==> config.mk <==
export PLATFORM = sky130hd
export DESIGN_NAME = axi_wr_arbiter_flat
export DESIGN_NICKNAME = d
export VERILOG_FILES = /design/src/rtl/axi_wr_arbiter_if.sv /design/src/rtl/axi_wr_arbiter.sv /design/src/flat_wrapper.sv
export SDC_FILE = /design/constraint.sdc
export NUM_CORES = 1
export LEC_CHECK = 0
export CAP_MARGIN = 20
export CORE_AREA = 3 3 97 99
export CTS_BUF_LIST = sky130_fd_sc_hd__clkbuf_8
export CTS_CLUSTER_DIAMETER = 60
export DETAILED_ROUTE_END_ITERATION = 8
export DIE_AREA = 0 0 100 102
export SLEW_MARGIN = 15
export SYNTH_ARGS = -nofsm -noshare
export SYNTH_HDL_FRONTEND = slang
export SYNTH_SLANG_ARGS = --single-unit
export TNS_END_PERCENT = 30
==> constraint.sdc <==
create_clock -name clk -period 1.7 [get_ports clk]
set_clock_uncertainty 0.2 [all_clocks]
set_input_delay 0.255 -clock clk [delete_from_list [all_inputs] [get_ports clk]]
set_output_delay 0.255 -clock clk [all_outputs]
set_load 0.01 [all_outputs]
==> src/rtl/axi_wr_arbiter_if.sv <==
// Write-channel bundle for the two-master AXI write arbiter.
// Holds both master ports and the shared slave port.
interface axi_wr_arbiter_if #(
    parameter int ID_W   = 4,
    parameter int ADDR_W = 32,
    parameter int DATA_W = 32
);
    localparam int STRB_W = DATA_W / 8;

    logic [ID_W-1:0]   m0_awid_i,   m1_awid_i,   s_awid_o;
    logic [ADDR_W-1:0] m0_awaddr_i, m1_awaddr_i, s_awaddr_o;
    logic              m0_awvalid_i, m1_awvalid_i, s_awvalid_o;
    logic              m0_awready_o, m1_awready_o, s_awready_i;
    logic [DATA_W-1:0] m0_wdata_i,  m1_wdata_i,  s_wdata_o;
    logic [STRB_W-1:0] m0_wstrb_i,  m1_wstrb_i,  s_wstrb_o;
    logic              m0_wvalid_i, m1_wvalid_i, s_wvalid_o;
    logic              m0_wready_o, m1_wready_o, s_wready_i;
    logic [ID_W-1:0]   m0_bid_o,    m1_bid_o,    s_bid_i;
    logic [1:0]        m0_bresp_o,  m1_bresp_o,  s_bresp_i;
    logic              m0_bvalid_o, m1_bvalid_o, s_bvalid_i;
    logic              m0_bready_i, m1_bready_i, s_bready_o;

    // Arbiter side
    modport slave (
        input  m0_awid_i, m1_awid_i, m0_awaddr_i, m1_awaddr_i,
        input  m0_awvalid_i, m1_awvalid_i,
        input  m0_wdata_i, m1_wdata_i, m0_wstrb_i, m1_wstrb_i,
        input  m0_wvalid_i, m1_wvalid_i, m0_bready_i, m1_bready_i,
        input  s_awready_i, s_wready_i, s_bid_i, s_bresp_i, s_bvalid_i,
        output m0_awready_o, m1_awready_o, m0_wready_o, m1_wready_o,
        output m0_bid_o, m1_bid_o, m0_bresp_o, m1_bresp_o,
        output m0_bvalid_o, m1_bvalid_o,
        output s_awid_o, s_awaddr_o, s_awvalid_o,
        output s_wdata_o, s_wstrb_o, s_wvalid_o, s_bready_o
    );

    // Environment side (masters plus slave device)
    modport master (
        output m0_awid_i, m1_awid_i, m0_awaddr_i, m1_awaddr_i,
        output m0_awvalid_i, m1_awvalid_i,
        output m0_wdata_i, m1_wdata_i, m0_wstrb_i, m1_wstrb_i,
        output m0_wvalid_i, m1_wvalid_i, m0_bready_i, m1_bready_i,
        output s_awready_i, s_wready_i, s_bid_i, s_bresp_i, s_bvalid_i,
        input  m0_awready_o, m1_awready_o, m0_wready_o, m1_wready_o,
        input  m0_bid_o, m1_bid_o, m0_bresp_o, m1_bresp_o,
        input  m0_bvalid_o, m1_bvalid_o,
        input  s_awid_o, s_awaddr_o, s_awvalid_o,
        input  s_wdata_o, s_wstrb_o, s_wvalid_o, s_bready_o
    );
endinterface

==> src/rtl/axi_wr_arbiter.sv <==
// Two-master AXI write arbiter (AW/W/B), one transaction in flight.
// Define AXI_WR_ARB_RR_EN for round-robin; default is fixed priority.
module axi_wr_arbiter #(
    parameter int ID_W   = 4,
    parameter int ADDR_W = 32,
    parameter int DATA_W = 32
) (
    input  logic                clk,
    input  logic                areset,
    axi_wr_arbiter_if.slave     bus,
    output logic [1:0]          grant_o,
    output logic                busy_o
);
    localparam int STRB_W = DATA_W / 8;

    typedef enum logic [1:0] {
        IDLE = 2'd0,
        XFER = 2'd1,
        RESP = 2'd2
    } state_t;

    state_t     state_q, state_d;
    logic [1:0] grant_q, grant_d;
    logic       aw_done_q, aw_done_d;
    logic       w_done_q, w_done_d;
`ifdef AXI_WR_ARB_RR_EN
    logic       last_q, last_d;
`endif

    logic [1:0]        req;
    logic [1:0]        win;
    logic              in_xfer, in_resp;
    logic              aw_hs, w_hs, b_hs;
    logic [ID_W-1:0]   sel_awid;
    logic [ADDR_W-1:0] sel_awaddr;
    logic [DATA_W-1:0] sel_wdata;
    logic [STRB_W-1:0] sel_wstrb;
    logic              sel_awvalid, sel_wvalid, sel_bready;

    assign req     = {bus.m1_awvalid_i, bus.m0_awvalid_i};
    assign in_xfer = (state_q == XFER);
    assign in_resp = (state_q == RESP);

    // Winner selection among pending AW requests
    always_comb begin
`ifdef AXI_WR_ARB_RR_EN
        if (req == 2'b11) begin
            win = last_q ? 2'b01 : 2'b10;
        end else begin
            win = req;
        end
`else
        win = req[0] ? 2'b01 : req;
`endif
    end

    // Mux the granted master's request side
    always_comb begin
        sel_awid    = '0;
        sel_awaddr  = '0;
        sel_awvalid = 1'b0;
        sel_wdata   = '0;
        sel_wstrb   = '0;
        sel_wvalid  = 1'b0;
        sel_bready  = 1'b0;
        unique case (1'b1)
            grant_q[0]: begin
                sel_awid    = bus.m0_awid_i;
                sel_awaddr  = bus.m0_awaddr_i;
                sel_awvalid = bus.m0_awvalid_i;
                sel_wdata   = bus.m0_wdata_i;
                sel_wstrb   = bus.m0_wstrb_i;
                sel_wvalid  = bus.m0_wvalid_i;
                sel_bready  = bus.m0_bready_i;
            end
            grant_q[1]: begin
                sel_awid    = bus.m1_awid_i;
                sel_awaddr  = bus.m1_awaddr_i;
                sel_awvalid = bus.m1_awvalid_i;
                sel_wdata   = bus.m1_wdata_i;
                sel_wstrb   = bus.m1_wstrb_i;
                sel_wvalid  = bus.m1_wvalid_i;
                sel_bready  = bus.m1_bready_i;
            end
            default: ;
        endcase
    end

    // Valids drop once their channel has completed in this transaction
    assign bus.s_awid_o    = sel_awid;
    assign bus.s_awaddr_o  = sel_awaddr;
    assign bus.s_awvalid_o = in_xfer & ~aw_done_q & sel_awvalid;
    assign bus.s_wdata_o   = sel_wdata;
    assign bus.s_wstrb_o   = sel_wstrb;
    assign bus.s_wvalid_o  = in_xfer & ~w_done_q & sel_wvalid;
    assign bus.s_bready_o  = in_resp & sel_bready;

    assign aw_hs = bus.s_awvalid_o & bus.s_awready_i;
    assign w_hs  = bus.s_wvalid_o & bus.s_wready_i;
    assign b_hs  = bus.s_bvalid_i & bus.s_bready_o;

    assign bus.m0_awready_o = in_xfer & grant_q[0] & ~aw_done_q
                            & bus.s_awready_i;
    assign bus.m1_awready_o = in_xfer & grant_q[1] & ~aw_done_q
                            & bus.s_awready_i;
    assign bus.m0_wready_o  = in_xfer & grant_q[0] & ~w_done_q
                            & bus.s_wready_i;
    assign bus.m1_wready_o  = in_xfer & grant_q[1] & ~w_done_q
                            & bus.s_wready_i;
    assign bus.m0_bvalid_o  = in_resp & grant_q[0] & bus.s_bvalid_i;
    assign bus.m1_bvalid_o  = in_resp & grant_q[1] & bus.s_bvalid_i;
    assign bus.m0_bid_o     = (in_resp & grant_q[0]) ? bus.s_bid_i : '0;
    assign bus.m1_bid_o     = (in_resp & grant_q[1]) ? bus.s_bid_i : '0;
    assign bus.m0_bresp_o   = (in_resp & grant_q[0]) ? bus.s_bresp_i : '0;
    assign bus.m1_bresp_o   = (in_resp & grant_q[1]) ? bus.s_bresp_i : '0;

    assign grant_o = grant_q;
    assign busy_o  = (state_q != IDLE);

    // Next-state: grant in IDLE, track AW/W completion, release on B
    always_comb begin
        state_d   = state_q;
        grant_d   = grant_q;
        aw_done_d = aw_done_q;
        w_done_d  = w_done_q;
`ifdef AXI_WR_ARB_RR_EN
        last_d    = last_q;
`endif
        unique case (state_q)
            IDLE: begin
                if (|req) begin
                    grant_d   = win;
                    state_d   = XFER;
                    aw_done_d = 1'b0;
                    w_done_d  = 1'b0;
`ifdef AXI_WR_ARB_RR_EN
                    last_d    = win[1];
`endif
                end
            end
            XFER: begin
                aw_done_d = aw_done_q | aw_hs;
                w_done_d  = w_done_q | w_hs;
                if (aw_done_d && w_done_d) begin
                    state_d   = RESP;
                    aw_done_d = 1'b0;
                    w_done_d  = 1'b0;
                end
            end
            RESP: begin
                if (b_hs) begin
                    state_d = IDLE;
                    grant_d = 2'b00;
                end
            end
            default: begin
                state_d = IDLE;
                grant_d = 2'b00;
            end
        endcase
    end

    // State registers; reset favours master 0 on the first tie
    always_ff @(posedge clk) begin
        if (areset) begin
            state_q   <= IDLE;
            grant_q   <= 2'b00;
            aw_done_q <= 1'b0;
            w_done_q  <= 1'b0;
`ifdef AXI_WR_ARB_RR_EN
            last_q    <= 1'b1;
`endif
        end else begin
            state_q   <= state_d;
            grant_q   <= grant_d;
            aw_done_q <= aw_done_d;
            w_done_q  <= w_done_d;
`ifdef AXI_WR_ARB_RR_EN
            last_q    <= last_d;
`endif
        end
    end
endmodule

==> src/flat_wrapper.sv <==
// flat-port wrapper written by rule: the top's interface ports become plain ports
module axi_wr_arbiter_flat 
#(
    parameter int ID_W   = 4,
    parameter int ADDR_W = 32,
    parameter int DATA_W = 32
)
  (clk, areset, grant_o, busy_o, bus_m0_awid_i, bus_m1_awid_i, bus_m0_awaddr_i, bus_m1_awaddr_i, bus_m0_awvalid_i, bus_m1_awvalid_i, bus_m0_wdata_i, bus_m1_wdata_i, bus_m0_wstrb_i, bus_m1_wstrb_i, bus_m0_wvalid_i, bus_m1_wvalid_i, bus_m0_bready_i, bus_m1_bready_i, bus_s_awready_i, bus_s_wready_i, bus_s_bid_i, bus_s_bresp_i, bus_s_bvalid_i, bus_m0_awready_o, bus_m1_awready_o, bus_m0_wready_o, bus_m1_wready_o, bus_m0_bid_o, bus_m1_bid_o, bus_m0_bresp_o, bus_m1_bresp_o, bus_m0_bvalid_o, bus_m1_bvalid_o, bus_s_awid_o, bus_s_awaddr_o, bus_s_awvalid_o, bus_s_wdata_o, bus_s_wstrb_o, bus_s_wvalid_o, bus_s_bready_o);
  axi_wr_arbiter_if #(.ID_W(ID_W), .ADDR_W(ADDR_W), .DATA_W(DATA_W)) bus_i ();
  input  logic clk;
  input  logic areset;
  output logic [1:0] grant_o;
  output logic busy_o;
  input wire logic [$bits(bus_i.m0_awid_i)-1:0] bus_m0_awid_i;
  input wire logic [$bits(bus_i.m1_awid_i)-1:0] bus_m1_awid_i;
  input wire logic [$bits(bus_i.m0_awaddr_i)-1:0] bus_m0_awaddr_i;
  input wire logic [$bits(bus_i.m1_awaddr_i)-1:0] bus_m1_awaddr_i;
  input wire logic [$bits(bus_i.m0_awvalid_i)-1:0] bus_m0_awvalid_i;
  input wire logic [$bits(bus_i.m1_awvalid_i)-1:0] bus_m1_awvalid_i;
  input wire logic [$bits(bus_i.m0_wdata_i)-1:0] bus_m0_wdata_i;
  input wire logic [$bits(bus_i.m1_wdata_i)-1:0] bus_m1_wdata_i;
  input wire logic [$bits(bus_i.m0_wstrb_i)-1:0] bus_m0_wstrb_i;
  input wire logic [$bits(bus_i.m1_wstrb_i)-1:0] bus_m1_wstrb_i;
  input wire logic [$bits(bus_i.m0_wvalid_i)-1:0] bus_m0_wvalid_i;
  input wire logic [$bits(bus_i.m1_wvalid_i)-1:0] bus_m1_wvalid_i;
  input wire logic [$bits(bus_i.m0_bready_i)-1:0] bus_m0_bready_i;
  input wire logic [$bits(bus_i.m1_bready_i)-1:0] bus_m1_bready_i;
  input wire logic [$bits(bus_i.s_awready_i)-1:0] bus_s_awready_i;
  input wire logic [$bits(bus_i.s_wready_i)-1:0] bus_s_wready_i;
  input wire logic [$bits(bus_i.s_bid_i)-1:0] bus_s_bid_i;
  input wire logic [$bits(bus_i.s_bresp_i)-1:0] bus_s_bresp_i;
  input wire logic [$bits(bus_i.s_bvalid_i)-1:0] bus_s_bvalid_i;
  output wire logic [$bits(bus_i.m0_awready_o)-1:0] bus_m0_awready_o;
  output wire logic [$bits(bus_i.m1_awready_o)-1:0] bus_m1_awready_o;
  output wire logic [$bits(bus_i.m0_wready_o)-1:0] bus_m0_wready_o;
  output wire logic [$bits(bus_i.m1_wready_o)-1:0] bus_m1_wready_o;
  output wire logic [$bits(bus_i.m0_bid_o)-1:0] bus_m0_bid_o;
  output wire logic [$bits(bus_i.m1_bid_o)-1:0] bus_m1_bid_o;
  output wire logic [$bits(bus_i.m0_bresp_o)-1:0] bus_m0_bresp_o;
  output wire logic [$bits(bus_i.m1_bresp_o)-1:0] bus_m1_bresp_o;
  output wire logic [$bits(bus_i.m0_bvalid_o)-1:0] bus_m0_bvalid_o;
  output wire logic [$bits(bus_i.m1_bvalid_o)-1:0] bus_m1_bvalid_o;
  output wire logic [$bits(bus_i.s_awid_o)-1:0] bus_s_awid_o;
  output wire logic [$bits(bus_i.s_awaddr_o)-1:0] bus_s_awaddr_o;
  output wire logic [$bits(bus_i.s_awvalid_o)-1:0] bus_s_awvalid_o;
  output wire logic [$bits(bus_i.s_wdata_o)-1:0] bus_s_wdata_o;
  output wire logic [$bits(bus_i.s_wstrb_o)-1:0] bus_s_wstrb_o;
  output wire logic [$bits(bus_i.s_wvalid_o)-1:0] bus_s_wvalid_o;
  output wire logic [$bits(bus_i.s_bready_o)-1:0] bus_s_bready_o;
  assign bus_i.m0_awid_i = bus_m0_awid_i;
  assign bus_i.m1_awid_i = bus_m1_awid_i;
  assign bus_i.m0_awaddr_i = bus_m0_awaddr_i;
  assign bus_i.m1_awaddr_i = bus_m1_awaddr_i;
  assign bus_i.m0_awvalid_i = bus_m0_awvalid_i;
  assign bus_i.m1_awvalid_i = bus_m1_awvalid_i;
  assign bus_i.m0_wdata_i = bus_m0_wdata_i;
  assign bus_i.m1_wdata_i = bus_m1_wdata_i;
  assign bus_i.m0_wstrb_i = bus_m0_wstrb_i;
  assign bus_i.m1_wstrb_i = bus_m1_wstrb_i;
  assign bus_i.m0_wvalid_i = bus_m0_wvalid_i;
  assign bus_i.m1_wvalid_i = bus_m1_wvalid_i;
  assign bus_i.m0_bready_i = bus_m0_bready_i;
  assign bus_i.m1_bready_i = bus_m1_bready_i;
  assign bus_i.s_awready_i = bus_s_awready_i;
  assign bus_i.s_wready_i = bus_s_wready_i;
  assign bus_i.s_bid_i = bus_s_bid_i;
  assign bus_i.s_bresp_i = bus_s_bresp_i;
  assign bus_i.s_bvalid_i = bus_s_bvalid_i;
  assign bus_m0_awready_o = bus_i.m0_awready_o;
  assign bus_m1_awready_o = bus_i.m1_awready_o;
  assign bus_m0_wready_o = bus_i.m0_wready_o;
  assign bus_m1_wready_o = bus_i.m1_wready_o;
  assign bus_m0_bid_o = bus_i.m0_bid_o;
  assign bus_m1_bid_o = bus_i.m1_bid_o;
  assign bus_m0_bresp_o = bus_i.m0_bresp_o;
  assign bus_m1_bresp_o = bus_i.m1_bresp_o;
  assign bus_m0_bvalid_o = bus_i.m0_bvalid_o;
  assign bus_m1_bvalid_o = bus_i.m1_bvalid_o;
  assign bus_s_awid_o = bus_i.s_awid_o;
  assign bus_s_awaddr_o = bus_i.s_awaddr_o;
  assign bus_s_awvalid_o = bus_i.s_awvalid_o;
  assign bus_s_wdata_o = bus_i.s_wdata_o;
  assign bus_s_wstrb_o = bus_i.s_wstrb_o;
  assign bus_s_wvalid_o = bus_i.s_wvalid_o;
  assign bus_s_bready_o = bus_i.s_bready_o;
  axi_wr_arbiter #(.ID_W(ID_W), .ADDR_W(ADDR_W), .DATA_W(DATA_W)) u_core (.clk(clk), .areset(areset), .bus(bus_i), .grant_o(grant_o), .busy_o(busy_o));
endmodule
==> results_dict.tcl <==
set metrics [dict create \
    cp.required_ns 1.24 \
    hp-class "in2reg" \
    holdWs_ns 0.284 \
    max_stage_delay_ns 0.36 \
    path_class "reg2out" \
    n_antenna_cell 0 \
    totalPowerFinal_mw 2.60 \
    grt_pass1_wl_um 12700 \
    port-buffer-count 256 \
    core_area_um2 8640 \
    cts_tree "done" \
    max_slew_margin_pct 82.0 \
    dr_wl_met3_um 886 \
    rows 34 \
    die_y_um 102 \
    min_from "bus_s_awready_i" \
    ys_seq_area_share_pct 9.86 \
    slowest_stage "dfxtp_4" \
    synthTopCellsByCount "72 x a22o_1, 14 x and2_1, 10 x buf_1" \
    drt_iter0_markers 38 \
    fp.dieArea_um2 10200 \
    dp_slack_ns -0.449 \
    place_area_um2 4190 \
    yosysTopAreaCellShare_pct 51.7 \
    highest_layer "met4" \
    yosysWarnings 0 \
    period_needed_ns 1.69 \
    grt_setup_unrepaired "true" \
    drt-pass1-iter-count 4 \
    path_clk_slew_ns 0.04 \
    dpl.cell_count 544 \
    route.met2.wl_um 4670 \
    drt_wl_total_um 8990 \
    netlist_area_um2 1220 \
    grt_pass1_vias 2517 \
    htree_levels 1 \
    r2r_start "u_core.grant_o[1]$_SDFFE_PP0P_" \
    async_flop_share_pct 0 \
    fillerInstances 844 \
    io_pins 257 \
    synth.area.top_cells "a22o_1 52%, dfxtp_1 9.9%, and2_1 7.2%, buf_1 3.1%, nor2_1 2.5%" \
    timing.final.ws_setup_ns 0.00630 \
    power_density_nw_per_um2 633 \
    start_util_pct 14.1 \
    wl_met1_um 3310 \
    ctsHoldBuffers 0 \
    power_leakage_nw 1.94 \
    gp_congestion 0.871 \
    postLayoutCellArea_um2 4110 \
    yosysMostFrequentCell "a22o_1" \
    avgSynthCellArea_um2 7.52 \
    ctsRootBufferMaster "clkbuf_8" \
    yosysTopAreaCell "a22o_1" \
    fin_nets 610 \
    chipWidth_um 100 \
    viasPerCell 4.59 \
    stdcell_count 555 \
    hold_depth 4 \
    synthesis.instances 162 \
    grt_max_degree 24 \
    grt.total_usage_pct 15.4 \
    syn-num-nets 323 \
    dp_hpwl_um 7440 \
    start_kind "register" \
    r2r_slack_ns 0.04 \
    final_max_slew_viol_count 0 \
    drive_gt1_share_pct 37.8 \
    antenna_found_initial 0 \
    setup_violations 0 \
    synth_flop_cell "dfxtp_1" \
    overflow 0 \
    hold-path-endpoint "u_core.aw_done_q$_SDFFE_PP0P_" \
    fin_crit_sh_pct 99.6 \
    syn_to_final_growth_pct 237 \
    critPathArrivalTime_ns 1.24 \
    outcome "completed" \
    reg2reg_depth 8 \
    clk_path_buf_depth 2 \
    regToRegEndpoint "u_core.aw_done_q$_SDFFE_PP0P_" \
    ir_drop_mv 0.244 \
    maxCapViolations 0 \
    critPathCaptureType "output port" \
    fmax_mhz 590 \
    routedWlPerCell_um 16.2 \
    worstMarginPinSlew_ns 0.269 \
    clock_sinks 6 \
    ys_types 30 \
    critPathMaxFanout 10 \
    drc 0 \
    final_hold_viol_count 0 \
    crit_chain "buf_12 > clkbuf_16 > a22o_1 > buf_2" \
    synth-seq-cells 6 \
    ant_nets 0 \
    vias 2547 \
    synth_edf_count 0 \
    clkLatencyLatePin_ns 0.23 \
    numCtsBuffers 3 \
]
## worst max path at each step
stage               slack, ns  cells after the start                            from                       endpoint
floorplan                0.09                      3  u_core.grant_o[1]$_SDFFE_PP0P_                bus_m1_wready_o
global placement        -0.42                      4                 bus_s_awready_i               bus_m1_awready_o
detailed placement      -0.45                      4                 bus_s_awready_i               bus_m0_awready_o
CTS                     -0.04                      6  u_core.grant_o[0]$_SDFFE_PP0P_                bus_m0_bvalid_o
global route            -0.04                      8  u_core.grant_o[1]$_SDFFE_PP0P_  u_core.aw_done_q$_SDFFE_PP0P_
finish                  0.006                      4  u_core.grant_o[1]$_SDFFE_PP0P_                bus_s_awid_o[0]
## flip-flops by register name, indices dropped and copies added (netlist names)
name and flops:
u_core.grant_o 2, u_core.w_done_q 1, u_core.aw_done_q 1, u_core.state_q 2
## logic make-up (layout without fill, tap and decap cells)
group / count (synthesis) / count (layout) / synth area share, %
AO/OA/AOI/OAI: 87 / 87 / 59.9
buffers and inverters: 23 / 308 / 7.91
AND/OR/NAND/NOR: 46 / 46 / 22.4
flip-flops: 6 / 6 / 9.86
## power breakdown
| part | switching [mW] | internal (mW) | leakage (nW) | total [mW] |
|---|---|---|---|---|
| registers | 0.0359 | 0.169 | 0.0512 | 0.205 |
| logic | 0.901 | 1.27 | 1.87 | 2.17 |
| clock network | 0.0703 | 0.153 | 0.0216 | 0.223 |
| total | 1.01 | 1.59 | 1.94 | 2.60 |
## critical path, delay by kind of cell (launching register included)
kind / cells / cell delay, ns
flip-flops: 1 / 0.36
buffers and inverters: 3 / 0.45
AO/OA/AOI/OAI: 1 / 0.20
## area by class of cell
class / instances / area (um^2) / share of cell area [%]
Multi-Input combinational cell: 133 / 1110 / 27.0
Sequential cell: 6 / 133 / 3.23
Inverter: 5 / 26.3 / 0.639
Tap cell: 108 / 135 / 3.29
Clock buffer: 3 / 41.3 / 1.00
Timing Repair Buffer: 300 / 2670 / 64.9
## cell usage in the layout (no fill, tap or decap), types with 2 or more instances in the layout
| cell type | count |
|---|---|
| clkdlybuf4s50_1 | 158 |
| buf_2 | 75 |
| a22o_1 | 72 |
| buf_4 | 29 |
| buf_6 | 15 |
| and2_4 | 7 |
| and2_1 | 7 |
| buf_12 | 7 |
| nor2_1 | 6 |
| clkbuf_2 | 5 |
| clkdlybuf4s15_1 | 4 |
| a22oi_2 | 3 |
| nor3_1 | 3 |
| nor4_2 | 3 |
| o21ai_0 | 3 |
| clkbuf_8 | 3 |
| dfxtp_4 | 3 |
| nand2b_4 | 2 |
| nor2_4 | 2 |
| and3_1 | 2 |
| inv_1 | 2 |
| o21ai_2 | 2 |
| o22a_1 | 2 |
| nand2b_1 | 2 |
| a211oi_1 | 2 |
| nand2_1 | 2 |
| dlymetal6s2s_1 | 2 |
| buf_8 | 2 |
| dfxtp_1 | 2 |
## metal layers
layer	GRT usage (%)	up-vias
met4	3.63	0
met2	29.1	152
li1	-	1232
met3	2.87	10
met1	18.0	1153
met5	0	-
## metrics by stage
step / setup TNS, ns / utilization [%]
2_1_floorplan: 0 / -
4_1_cts: -0.236 / 45.9
3_5_place_dp: -16.64 / 48.5
5_1_grt: -1.40 / 47.6
6_report: 0 / 47.6
3_3_place_gp: -16.65 / 48.5
## timing repair
action / CTS / global route
setup buffers: 6 / 1
pin swaps: 5 / 15
gates cloned: 1 / 1
setup endpoints to repair: 99 / 72
gates resized for setup: 386 / 40
Note: power is estimated with default switching activity, not from simulation.
